File: src/rtl/dmem_arbiter_if.sv
// Bundle of requester-side and memory-side signals for the two-port data-memory arbiter.
// The arbiter attaches through the slave modport; the requesters and the memory model use master.
interface dmem_arbiter_if #(
  parameter int ADDR_W = 6,
  parameter int DATA_W = 32
);
  logic              r0_req;
  logic              r0_we;
  logic [ADDR_W-1:0] r0_addr;
  logic [1:0]        r0_len;
  logic [DATA_W-1:0] r0_wdata;
  logic              r0_gnt;
  logic              r0_beat;
  logic              r0_rvalid;
  logic [DATA_W-1:0] r0_rdata;

  logic              r1_req;
  logic              r1_we;
  logic [ADDR_W-1:0] r1_addr;
  logic [1:0]        r1_len;
  logic [DATA_W-1:0] r1_wdata;
  logic              r1_gnt;
  logic              r1_beat;
  logic              r1_rvalid;
  logic [DATA_W-1:0] r1_rdata;

  logic              busy;
  logic              mem_write;
  logic              mem_read;
  logic [31:0]       mem_addr;
  logic [DATA_W-1:0] mem_wdata;
  logic [DATA_W-1:0] mem_rdata;

  modport slave (
    input  r0_req, r0_we, r0_addr, r0_len, r0_wdata,
    input  r1_req, r1_we, r1_addr, r1_len, r1_wdata,
    input  mem_rdata,
    output r0_gnt, r0_beat, r0_rvalid, r0_rdata,
    output r1_gnt, r1_beat, r1_rvalid, r1_rdata,
    output busy, mem_write, mem_read, mem_addr, mem_wdata
  );

  modport master (
    output r0_req, r0_we, r0_addr, r0_len, r0_wdata,
    output r1_req, r1_we, r1_addr, r1_len, r1_wdata,
    output mem_rdata,
    input  r0_gnt, r0_beat, r0_rvalid, r0_rdata,
    input  r1_gnt, r1_beat, r1_rvalid, r1_rdata,
    input  busy, mem_write, mem_read, mem_addr, mem_wdata
  );
endinterface

File: src/rtl/dmem_arbiter.sv
// Round-robin arbiter and 1-4 beat burst sequencer sharing one single-ported data memory
// between the core load/store port (requester 0) and the debug/DMA port (requester 1).
module dmem_arbiter #(
  parameter int ADDR_W = 6,
  parameter int DATA_W = 32
) (
  input logic         clk,
  input logic         rst,
  dmem_arbiter_if.slave bus
);

  typedef enum logic {
    IDLE  = 1'b0,
    BURST = 1'b1
  } state_t;

  state_t            state, state_nxt;
  logic              owner, owner_nxt;
  logic              last_owner, last_owner_nxt;
  logic              we_q, we_nxt;
  logic [ADDR_W-1:0] base_q, base_nxt;
  logic [1:0]        cnt, cnt_nxt;
  logic [1:0]        len_q, len_nxt;

  logic              any_req;
  logic              winner;
  logic              busy_int;
  logic              write_int;
  logic              read_int;
  logic [ADDR_W-1:0] beat_addr;

  logic              rvalid0_q, rvalid1_q;
  logic [DATA_W-1:0] rdata0_q, rdata1_q;

  // On a tie the requester that did not win last time goes next.
  always_comb begin
    any_req = bus.r0_req | bus.r1_req;
    winner  = 1'b0;
    if (bus.r0_req && bus.r1_req) begin
      winner = ~last_owner;
    end else if (bus.r1_req) begin
      winner = 1'b1;
    end
  end

  always_comb begin
    state_nxt      = state;
    owner_nxt      = owner;
    last_owner_nxt = last_owner;
    we_nxt         = we_q;
    base_nxt       = base_q;
    cnt_nxt        = cnt;
    len_nxt        = len_q;
    case (state)
      IDLE: begin
        if (any_req) begin
          state_nxt      = BURST;
          owner_nxt      = winner;
          last_owner_nxt = winner;
          cnt_nxt        = 2'd0;
          base_nxt       = winner ? bus.r1_addr : bus.r0_addr;
          we_nxt         = winner ? bus.r1_we   : bus.r0_we;
          len_nxt        = winner ? bus.r1_len  : bus.r0_len;
        end
      end
      BURST: begin
        if (cnt == len_q) begin
          state_nxt = IDLE;
          cnt_nxt   = 2'd0;
        end else begin
          cnt_nxt = cnt + 2'd1;
        end
      end
      default: begin
        state_nxt = IDLE;
        cnt_nxt   = 2'd0;
      end
    endcase
  end

  always_ff @(posedge clk or posedge rst) begin
    if (rst) begin
      state      <= IDLE;
      owner      <= 1'b0;
      last_owner <= 1'b1;
      we_q       <= 1'b0;
      base_q     <= '0;
      cnt        <= 2'd0;
      len_q      <= 2'd0;
    end else begin
      state      <= state_nxt;
      owner      <= owner_nxt;
      last_owner <= last_owner_nxt;
      we_q       <= we_nxt;
      base_q     <= base_nxt;
      cnt        <= cnt_nxt;
      len_q      <= len_nxt;
    end
  end

  // Beat addresses wrap naturally at the ADDR_W-bit boundary.
  assign busy_int  = (state == BURST);
  assign write_int = busy_int & we_q;
  assign read_int  = busy_int & ~we_q;
  assign beat_addr = base_q + ADDR_W'(cnt);

  assign bus.busy      = busy_int;
  assign bus.r0_beat   = busy_int & ~owner;
  assign bus.r1_beat   = busy_int & owner;
  assign bus.r0_gnt    = busy_int & ~owner & (cnt == 2'd0);
  assign bus.r1_gnt    = busy_int & owner & (cnt == 2'd0);
  assign bus.mem_write = write_int;
  assign bus.mem_read  = read_int;
  assign bus.mem_addr  = busy_int ? {{(32-ADDR_W){1'b0}}, beat_addr} : 32'd0;
  assign bus.mem_wdata = write_int ? (owner ? bus.r1_wdata : bus.r0_wdata) : '0;

  // Read data lands in the owner's register; the other port keeps its last value.
  always_ff @(posedge clk or posedge rst) begin
    if (rst) begin
      rvalid0_q <= 1'b0;
      rvalid1_q <= 1'b0;
      rdata0_q  <= '0;
      rdata1_q  <= '0;
    end else begin
      rvalid0_q <= read_int & ~owner;
      rvalid1_q <= read_int & owner;
      if (read_int && !owner) begin
        rdata0_q <= bus.mem_rdata;
      end
      if (read_int && owner) begin
        rdata1_q <= bus.mem_rdata;
      end
    end
  end

  assign bus.r0_rvalid = rvalid0_q;
  assign bus.r1_rvalid = rvalid1_q;
  assign bus.r0_rdata  = rdata0_q;
  assign bus.r1_rdata  = rdata1_q;

endmodule

File: src/flat_wrapper.sv
// flat-port wrapper written by rule: the top's interface ports become plain ports
module dmem_arbiter_flat 
#(
  parameter int ADDR_W = 6,
  parameter int DATA_W = 32
)
  (clk, rst, bus_r0_req, bus_r0_we, bus_r0_addr, bus_r0_len, bus_r0_wdata, bus_r1_req, bus_r1_we, bus_r1_addr, bus_r1_len, bus_r1_wdata, bus_mem_rdata, bus_r0_gnt, bus_r0_beat, bus_r0_rvalid, bus_r0_rdata, bus_r1_gnt, bus_r1_beat, bus_r1_rvalid, bus_r1_rdata, bus_busy, bus_mem_write, bus_mem_read, bus_mem_addr, bus_mem_wdata);
  dmem_arbiter_if #(.ADDR_W(ADDR_W), .DATA_W(DATA_W)) bus_i ();
  input logic clk;
  input logic rst;
  input wire logic [$bits(bus_i.r0_req)-1:0] bus_r0_req;
  input wire logic [$bits(bus_i.r0_we)-1:0] bus_r0_we;
  input wire logic [$bits(bus_i.r0_addr)-1:0] bus_r0_addr;
  input wire logic [$bits(bus_i.r0_len)-1:0] bus_r0_len;
  input wire logic [$bits(bus_i.r0_wdata)-1:0] bus_r0_wdata;
  input wire logic [$bits(bus_i.r1_req)-1:0] bus_r1_req;
  input wire logic [$bits(bus_i.r1_we)-1:0] bus_r1_we;
  input wire logic [$bits(bus_i.r1_addr)-1:0] bus_r1_addr;
  input wire logic [$bits(bus_i.r1_len)-1:0] bus_r1_len;
  input wire logic [$bits(bus_i.r1_wdata)-1:0] bus_r1_wdata;
  input wire logic [$bits(bus_i.mem_rdata)-1:0] bus_mem_rdata;
  output wire logic [$bits(bus_i.r0_gnt)-1:0] bus_r0_gnt;
  output wire logic [$bits(bus_i.r0_beat)-1:0] bus_r0_beat;
  output wire logic [$bits(bus_i.r0_rvalid)-1:0] bus_r0_rvalid;
  output wire logic [$bits(bus_i.r0_rdata)-1:0] bus_r0_rdata;
  output wire logic [$bits(bus_i.r1_gnt)-1:0] bus_r1_gnt;
  output wire logic [$bits(bus_i.r1_beat)-1:0] bus_r1_beat;
  output wire logic [$bits(bus_i.r1_rvalid)-1:0] bus_r1_rvalid;
  output wire logic [$bits(bus_i.r1_rdata)-1:0] bus_r1_rdata;
  output wire logic [$bits(bus_i.busy)-1:0] bus_busy;
  output wire logic [$bits(bus_i.mem_write)-1:0] bus_mem_write;
  output wire logic [$bits(bus_i.mem_read)-1:0] bus_mem_read;
  output wire logic [$bits(bus_i.mem_addr)-1:0] bus_mem_addr;
  output wire logic [$bits(bus_i.mem_wdata)-1:0] bus_mem_wdata;
  assign bus_i.r0_req = bus_r0_req;
  assign bus_i.r0_we = bus_r0_we;
  assign bus_i.r0_addr = bus_r0_addr;
  assign bus_i.r0_len = bus_r0_len;
  assign bus_i.r0_wdata = bus_r0_wdata;
  assign bus_i.r1_req = bus_r1_req;
  assign bus_i.r1_we = bus_r1_we;
  assign bus_i.r1_addr = bus_r1_addr;
  assign bus_i.r1_len = bus_r1_len;
  assign bus_i.r1_wdata = bus_r1_wdata;
  assign bus_i.mem_rdata = bus_mem_rdata;
  assign bus_r0_gnt = bus_i.r0_gnt;
  assign bus_r0_beat = bus_i.r0_beat;
  assign bus_r0_rvalid = bus_i.r0_rvalid;
  assign bus_r0_rdata = bus_i.r0_rdata;
  assign bus_r1_gnt = bus_i.r1_gnt;
  assign bus_r1_beat = bus_i.r1_beat;
  assign bus_r1_rvalid = bus_i.r1_rvalid;
  assign bus_r1_rdata = bus_i.r1_rdata;
  assign bus_busy = bus_i.busy;
  assign bus_mem_write = bus_i.mem_write;
  assign bus_mem_read = bus_i.mem_read;
  assign bus_mem_addr = bus_i.mem_addr;
  assign bus_mem_wdata = bus_i.mem_wdata;
  dmem_arbiter #(.ADDR_W(ADDR_W), .DATA_W(DATA_W)) u_core (.clk(clk), .rst(rst), .bus(bus_i));
endmodule
File: config.mk
export PLATFORM = sky130hd
export DESIGN_NAME = dmem_arbiter_flat
export DESIGN_NICKNAME = d
export VERILOG_FILES = /design/src/rtl/dmem_arbiter_if.sv /design/src/rtl/dmem_arbiter.sv /design/src/flat_wrapper.sv
export SDC_FILE = /design/constraint.sdc
export NUM_CORES = 1
export LEC_CHECK = 0
export CAP_MARGIN = 20
export CORE_MARGIN = 2
export CORE_UTILIZATION = 37
export DETAILED_ROUTE_END_ITERATION = 8
export GPL_ROUTABILITY_DRIVEN = 0
export PLACE_DENSITY = 0.79
export SETUP_SLACK_MARGIN = 0.05
export SLEW_MARGIN = 20
export SYNTH_ARGS = -nofsm -noshare
export SYNTH_HDL_FRONTEND = slang
export SYNTH_SLANG_ARGS = --single-unit
File: constraint.sdc
create_clock -name clk -period 3.9 [get_ports clk]
set_input_delay 1.17 -clock clk [delete_from_list [all_inputs] [get_ports clk]]
set_output_delay 1.17 -clock clk [all_outputs]
set_load 0.05 [all_outputs]
==> metrics.txt <==
Clock Skews=0.008069 ns; core box area=roughly 11000 µm²; die area=11940 µm²; actual slew at the worst max-slew pin=roughly 0.84 ns; crit end category=primary output; Slew headroom=44.11%; Num CTS Buffers=9; grt peak-use layer=met2; share of cells above drive strength 1=21.44%; GRT met3 Usage=under 10%; routing usage on met2=approximately a third; Worst-Skew Late Latency=0.34 ns; Ports=255; Synth Warn #=0; Iter 0 DRT Violations=95; Tcrit/Tclk final=a little over nine tenths; Main synth FF type=dfrtp_1; Cells on Worst Hold Path=1; Die Y-Extent=109.3 µm; ANT cells=0; Layout Nets=slightly below 700; Async SR Flop Fraction=between 90% and 100%; final-layout fill cell count=843; vias in the first global route=3351; flip-flop and latch area=2004 µm²; Syn Area/Cell=12.02 µm²; Worst setup SP type=flop; area leader, netlist=dfrtp_1; Worst Path Required=2.73 ns; clk sink count=80; Tmin final=about 3.7 ns; crit-path cells=ha_1 > fa_1 > xor2_1 > and2_1 > clkdlybuf4s50_1; area share of the largest cell type after synthesis=48.21%; DRC=0; Critical Path Fanout Max=5; worst-case vdd ir drop=690.4 µV; DP Cell Count=around 700; IO buf count=about 230; Setup Buffers After CTS=0; highest clock rate=269.3 MHz; setup_tns=0 ns; met1 usage in global routing=21.97%; Site Rows=38; post-synthesis cell area=roughly 4100 µm²; drt total wl=11.26 mm; crit path DAT=2.54 ns; FF+latch count, synth=80; Hold WS=0.5089 ns; All-Layer GR Usage=18.65%; Post-synth EDFFs=0; DRT Pass-1 Iters=4; Starting Density=about 38%; ANT nets after route=0; vias=approximately 3300; Critical Path Max Stage Delay=approximately 0.80 ns; grt ovf=0; CTS max path bufs=2; worst min path class=reg2reg; WL per Instance=15.89 µm; placed wire-length estimate=8.832 mm; Die X=roughly 110 µm; largest net degree at the start of global routing=34; H-tree depth=3; max-cap check violation count=0; P&R area growth vs syn=68.05%; TritonCTS clock tree=yes; drt via density=4.671; run status=finished, final reports clean; fin. max-slew vios=0; Reg2Reg Setup Slack=1.92 ns; Worst path slowest cell=clkdlybuf4s50_1; R2R depth=3; footprint of the multi-input gates=1827 µm²; final hold viol count=0; first-pass GRT wire length=16.99 mm; Clock Pin Slew Worst Setup and Hold Paths=0.08 ns; Non-Filler Instances=approximately 700; RSZ-0062 raised after global routing=no; Final Setup Violations=0; CP Class=reg2out; post-synthesis sequential area ratio=48.86%; static leakage=3.018 nW; Root Driver=clkbuf_8; Cells after Synth=341; synth top area cells=dfrtp_1 (48%), mux2_4 (11%), mux2_2 (9.6%); initial antenna violation count=0; P per Cell Area=1072 nW/µm²; Unique masters post-synth=35
-- routing by layer --
metal / part of all wire (%) / up-vias
li1: - / 1547
met3: 10 / 15
met5: 0 / -
met1: 38 / 1569
met4: 1.2 / 0
met2: 51 / 181
-- what timing repair did --
| item | 4_1_cts | 5_1_grt |
|---|---|---|
| resized for setup | 0 | 3 |
| hold buffers | 0 | 0 |
| endpoints found under the setup margin | 0 | 3 |
-- layout make-up --
type	instances	share of cell area, %
clock buffers	10	1.852
repair buffers	232	38.31
multi-input cells	233	26.51
inverters	9	0.5084
well taps	140	2.542
flip-flops and latches	80	29.09
clock inverters	5	1.180
-- per-stage QoR --
| step | total power [mW] | worst slack [ns] | utilization, % | cell area [µm²] |
|---|---|---|---|---|
| floorplan | 4.946 | 0.4588 | - | 4194 |
| CTS | 7.447 | 0.1074 | 63.49 | 6883 |
| global placement | 6.697 | 0.5216 | 61.57 | 6674 |
| finish | 7.384 | 0.1871 | 63.56 | 6890 |
| detailed placement | 6.781 | 0.5070 | 61.57 | 6674 |
| global route | 7.729 | 0.1012 | 63.56 | 6890 |
-- synth_stat cells (2+ instances only) --
cell      number
xor2_1         3
dfrtp_1       79
nand2_1       22
and2_1         5
buf_4         27
nand3_1        2
a21oi_1        2
mux2_4        29
mux2i_1       32
a31oi_1       10
a21boi_0       2
mux2_2        35
buf_2          6
inv_1          9
nor2_1        43
clkbuf_1       7
ha_1           3
buf_12         3
or3_1          2
o21ai_0        5
-- worst max-delay path, delay by kind of cell, from the launching register on --
| family | cells | cell delay [ns] |
|---|---|---|
| xor+xnor | 1 | 0.17 |
| fa+ha+maj | 2 | 0.66 |
| buf+inv | 1 | 0.80 |
| flops | 1 | 0.43 |
| simple gates | 1 | 0.14 |
-- state kept, by name, indices dropped and copies added (netlist names) --
name and cells:
u_core.bus.r0_rvalid 1, u_core.len_q 2, u_core.we_q 1, u_core.bus.r1_rdata 32, u_core.bus.busy 1, u_core.bus.r0_rdata 32, u_core.bus.r1_rvalid 1, u_core.last_owner 1
u_core.cnt 2, u_core.base_q 6, u_core.owner 1
-- cells by family (layout without fill, tap and decap cells) --
kind of cell / after synthesis / after routing / synth area share [%]
AOI/OAI and AO/OA: 23 / 23 / 3.570
xor gates and xnor gates: 4 / 4 / 0.8546
adders and majority gates: 4 / 4 / 1.404
buffers and inverters: 53 / 256 / 8.880
DFF: 80 / 80 / 48.86
muxes: 96 / 96 / 28.04
other: 1 / 26 / 0.09146
and+or+nand+nor: 80 / 80 / 8.300
-- power by group --
part	leakage, nW	internal (mW)	switching, mW
Clock	0.103	0.359	0.292
Sequential	0.936	1.26	0.310
Combinational	1.98	2.10	3.06
Total	3.02	3.72	3.67
-- final timing paths --
kind	start	end
worst max-delay path	u_core.cnt[0]	bus_mem_addr[2]
worst max register to register	u_core.bus.busy	u_core.bus.r1_rdata[15]
worst min register to register	u_core.bus.r1_rdata[10]	u_core.bus.r1_rdata[10]
min in group asynchronous	rst	u_core.bus.r0_rdata[1]
max in group asynchronous	rst	u_core.bus.r1_rdata[16]
worst min-delay path	u_core.bus.r1_rdata[10]	u_core.bus.r1_rdata[10]
-- placed cells by master, fill, tap and decap left out, types with 2 or more instances in the layout --
cell type,synthesis,final
and2_1,5,5
a31oi_1,10,10
nand3_1,2,2
buf_12,3,32
or3_1,2,2
nor2_1,43,43
clkdlybuf4s50_1,0,193
buf_4,27,4
bufinv_16,0,2
mux2_2,35,35
ha_1,3,3
conb_1,1,26
inv_1,9,8
o21ai_0,5,5
a21boi_0,2,2
a21oi_1,2,2
clkinv_2,0,2
xor2_1,3,3
nand2_1,22,22
mux2i_1,32,32
mux2_4,29,29
clkbuf_8,0,9
dlymetal6s2s_1,0,3
dfrtp_1,79,78
(Power assumes the default switching activity.)
==> RTL change 1 (same flow settings) <==
Reset style: synchronous (`rst`), changed in 2 clocked blocks.
--- a/src/rtl/dmem_arbiter.sv
+++ b/src/rtl/dmem_arbiter.sv
@@ -80,3 +80,3 @@
 
-  always_ff @(posedge clk or posedge rst) begin
+  always_ff @(posedge clk) begin
     if (rst) begin
@@ -117,3 +117,3 @@
   // Read data lands in the owner's register; the other port keeps its last value.
-  always_ff @(posedge clk or posedge rst) begin
+  always_ff @(posedge clk) begin
     if (rst) begin
Check against the original RTL: differs if rst is asserted again (counterexample within 4 cycles, from zero or initial values and one cycle with rst high); with rst held inactive, the same outputs for 10 cycles.
==> RTL change 1 against the unedited design <==
Via count rose by 21%. Critical endpoint is now bus_mem_addr[4]. Synthesized area fell by 7.7%. Final area fell by 8.5%. Count of clock-buffer cells in the layout did not move. Routed wire length rose by 9.2%. Sequential cell count did not move. Largest cell class unchanged. Setup slack got worse by 13 ps. Highest routed layer unchanged.
Power is not compared: it rests on default switching activity, and its combinational part moved more than twofold at a synthesized area within 25%.
==> RTL change 1: results (changes against the unedited design) <==
| Metric | Value |
|---|---|
| Synth top area share | 0.4233 (-0.05887) |
| Unique cell type count in the Yosys netlist | 37 (+5.7%) |
| Internal reg-to-reg setup slack | 2130 ps (+210 ps) |
| GR Util All Layers | 0.2190 (+0.03248) |
| Drt wl/cell | 14.66 um (-7.7%) |
| Routed vias | 4003 (+21%) |
| Number of DRC markers in iteration 0 | 184 (+94%) |
| Vias in the first global route | 3799 (+13%) |
| Max_slew headroom | 0.3845 (-0.05654) |
| Post-Route M1 WL | 5.035 mm (+17%) |
| Met3 wire length | 776 um (-32%) |
| Top cells by area, synth | dfxtp_1 42%, nand2_1 14%, a21oi_1 9.8% |
| Status | finished clean |
| M2 GR Usage | 0.3961 (+0.07090) |
| GR Util met3 | 0.04928 (-0.008697) |
| Reg-to-Reg Start | u_core.bus.busy |
| Met1 Usage GRT | 0.2625 (+0.04281) |
| Clock Skew | 8.665 ps (+0.5968 ps) |
| Final hold slack | 459.2 ps (-49.73 ps) |
| Top FF cell, synth | dfxtp_1 |
| Multi-input gate area | 0.001897 mm^2 (+3.8%) |
| Largest net degree at the start of global routing | 49 (+44%) |
| RR Endpoint | u_core.bus.r0_rdata[27] |
| Avg Inst Size Synth | 7.706 um^2 (-36%) |
| DP Area | 0.006095 mm^2 (-8.7%) |
| Placed Cells incl. Taps | 823 (+19%) |
-- RTL change 1: cell families after synthesis --
logic type                 synth area share
adders and majority gates           0.01521
AOI/OAI and AO/OA                    0.1432
buffers and inverters                0.1018
and+or+nand+nor                      0.2216
DFF                                  0.4233
xor gates and xnor gates           0.009261
muxes                               0.08466
other                             0.0009911
-- RTL change 1: power groups by stage --
stage	Combinational, uW	Sequential (uW)	Clock (uW)
final	818	922	639
after global routing	867	932	687
after CTS	821	922	657
after detailed placement	818	941	0
after global placement	809	936	0
after floorplan	395	1070	0
-- RTL change 1: layout make-up --
class	instances	share of cell area
timing repair buffer	235	0.3821
clock buffer	10	0.02182
sequential	80	0.2541
multi-input combinational	370	0.3007
inverter	5	0.002976
clock inverter	6	0.01190
tap	133	0.02638
-- RTL change 1: worst max-delay path, stage by stage, from the launching register on --
cell,delay (ps)
dfxtp_1,370
ha_1,250
fa_1,410
nand3_1,120
xnor2_1,120
and2_1,140
clkdlybuf4s50_1,800
==> RTL change 2 (same flow settings) <==
Made on the original files. `ADDR_W` is set to 6 in 3 places; all go to 7.
--- a/src/rtl/dmem_arbiter_if.sv
+++ b/src/rtl/dmem_arbiter_if.sv
@@ -3,3 +3,3 @@
 interface dmem_arbiter_if #(
-  parameter int ADDR_W = 6,
+  parameter int ADDR_W = 7,
   parameter int DATA_W = 32
--- a/src/rtl/dmem_arbiter.sv
+++ b/src/rtl/dmem_arbiter.sv
@@ -3,3 +3,3 @@
 module dmem_arbiter #(
-  parameter int ADDR_W = 6,
+  parameter int ADDR_W = 7,
   parameter int DATA_W = 32
--- a/src/flat_wrapper.sv
+++ b/src/flat_wrapper.sv
@@ -3,3 +3,3 @@
 #(
-  parameter int ADDR_W = 6,
+  parameter int ADDR_W = 7,
   parameter int DATA_W = 32
Interface: changed (resized bus_r0_addr and bus_r1_addr); port bits go from 255 to 257. No check against the original RTL was run, so the function may have changed too.
==> RTL change 2 against the unedited design <==
Routed wire length grew 7.0%. Setup slack lost 42 ps. First-iteration DRC count grew 20%. Synthesized area grew 2.3%. Core utilization grew 1.1 points. Total power grew 3.8%. Maximum frequency shrank 1.1%. Final area grew 2.7%. Sequential cell count grew 1. Critical endpoint is now bus_mem_addr[4]. Largest cell class unchanged. Largest power group unchanged. Highest routed layer unchanged.
==> RTL change 2: results (changes against the unedited design) <==
| Metric | Value |
|---|---|
| Drt wl/cell | 16.67 um (+4.9%) |
| Post-Synth XOR/XNOR Area | 0.008353 (-0.0001912) |
| Clock Skew | 6.202 ps (-1.867 ps) |
| Share of layout cells above drive strength 1 | 0.2113 (-0.003071) |
| Synth Area in Compound Gates | 0.03729 (+0.001588) |
| First-pass GRT wire length | 18.96 mm (+12%) |
| Top Family by Delay on Critical Path | buffers and inverters |
| Clk Latency, worst-skew pair | 320 ps (-20 ps) |
| Vias in the first global route | 3550 (+5.9%) |
| Sequential element share of the synthesized area | 0.4836 (-0.004965) |
| Worst-path clk slew | 60 ps (-20 ps) |
| Fillers | 832 (-1.3%) |
| RR Endpoint | u_core.bus.r0_rdata[31] |
| Vias per cell | 4.698 (+0.58%) |
| H-tree depth | 3 (unchanged) |
| Final hold slack | 506.5 ps (-2.395 ps) |
| Worst vdd ir | 0.6593 mV (-4.5%) |
| Max_slew headroom | 0.4476 (+0.006540) |
| Mux cell area share after synthesis | 0.2766 (-0.003888) |
| Initial antenna violation count | 1 (+1) |
| Place WS | 477.3 ps (-29.66 ps) |
| Hold_sp | u_core.bus.r1_rdata[0] |
| Met1 Usage GRT | 0.2171 (-0.002589) |
| Top cells by area, synth | dfrtp_1 48%, mux2_4 10%, mux2_2 9.4% |
| Synth top cells by count | 80 x dfrtp_1, 45 x nor2_1, 35 x mux2_2 |
| CTS root buf | clkbuf_16 |
| Top FF cell, synth | dfrtp_1 |
| Internal reg-to-reg setup slack | 1810 ps (-110 ps) |
| Hold Path End | u_core.bus.r1_rdata[0] |
| Leak | 0.003073 uW (+1.8%) |
| Met3 wire length | 1.026 mm (-9.7%) |
| DP Area | 0.006779 mm^2 (+1.6%) |
| Hpwl dp | 9.530 mm (+7.9%) |
| Int Power | 3902 uW (+5.0%) |
| Synth Area in Adders | 0.01372 (-0.0003141) |
| Met2 wire len | 6.162 mm (+8.1%) |
| Post-Route M1 WL | 4.676 mm (+8.9%) |
| Status | finished clean |
| M2 GR Usage | 0.3448 (+0.01959) |
| Final nets | 701 (+2.0%) |
| Unique cell type count in the Yosys netlist | 38 (+8.6%) |
| Hold depth | 1 (unchanged) |
[RTL change 2: worst max-delay path by stage]
stage	to	slack, ps
final	bus_mem_addr[4]	140
after global routing	bus_mem_addr[4]	70
after CTS	bus_mem_addr[6]	120
after detailed placement	bus_mem_addr[4]	480
after global placement	bus_mem_addr[4]	500
after floorplan	bus_mem_addr[5]	460
[RTL change 2: through the flow]
step / instances / util
after floorplan: 374 / -
after global placement: 706 / 0.6199
after detailed placement: 706 / 0.6199
after CTS: 722 / 0.6463
after global routing: 723 / 0.6468
final: 723 / 0.6468
[RTL change 2: area by class of cell]
| type | count | share of cell area |
|---|---|---|
| Timing Repair Buffer | 235 | 0.3768 |
| Tap cell | 140 | 0.02477 |
| Clock buffer | 11 | 0.03290 |
| Antenna cell | 1 | 0.0003538 |
| Clock inverter | 5 | 0.007960 |
| Inverter | 9 | 0.004953 |
| Multi-Input combinational cell | 241 | 0.2653 |
| Sequential cell | 81 | 0.2869 |
[RTL change 2: what timing repair did]
| action | 4_1_cts | 5_1_grt |
|---|---|---|
| setup buffers | 0 | 0 |
| endpoints found under the hold margin | 0 | 0 |
| gates resized for setup | 0 | 1 |
| setup endpoints to repair | 0 | 1 |
[RTL change 2: power by group through the flow]
stage                     Sequential (uW)  Combinational, uW  Clock (uW)
final                                1590               5280         803
after global routing                 1640               5490         856
after CTS                            1590               5320         820
after detailed placement             1600               5300           0
after global placement               1560               5250           0
after floorplan                      2770               2260           0
[RTL change 2: worst register-to-register path: stages (launching register included)]
cell     delay, ps
dfrtp_1        680
nor2b_4        280
and2_4         580
mux2_2         440
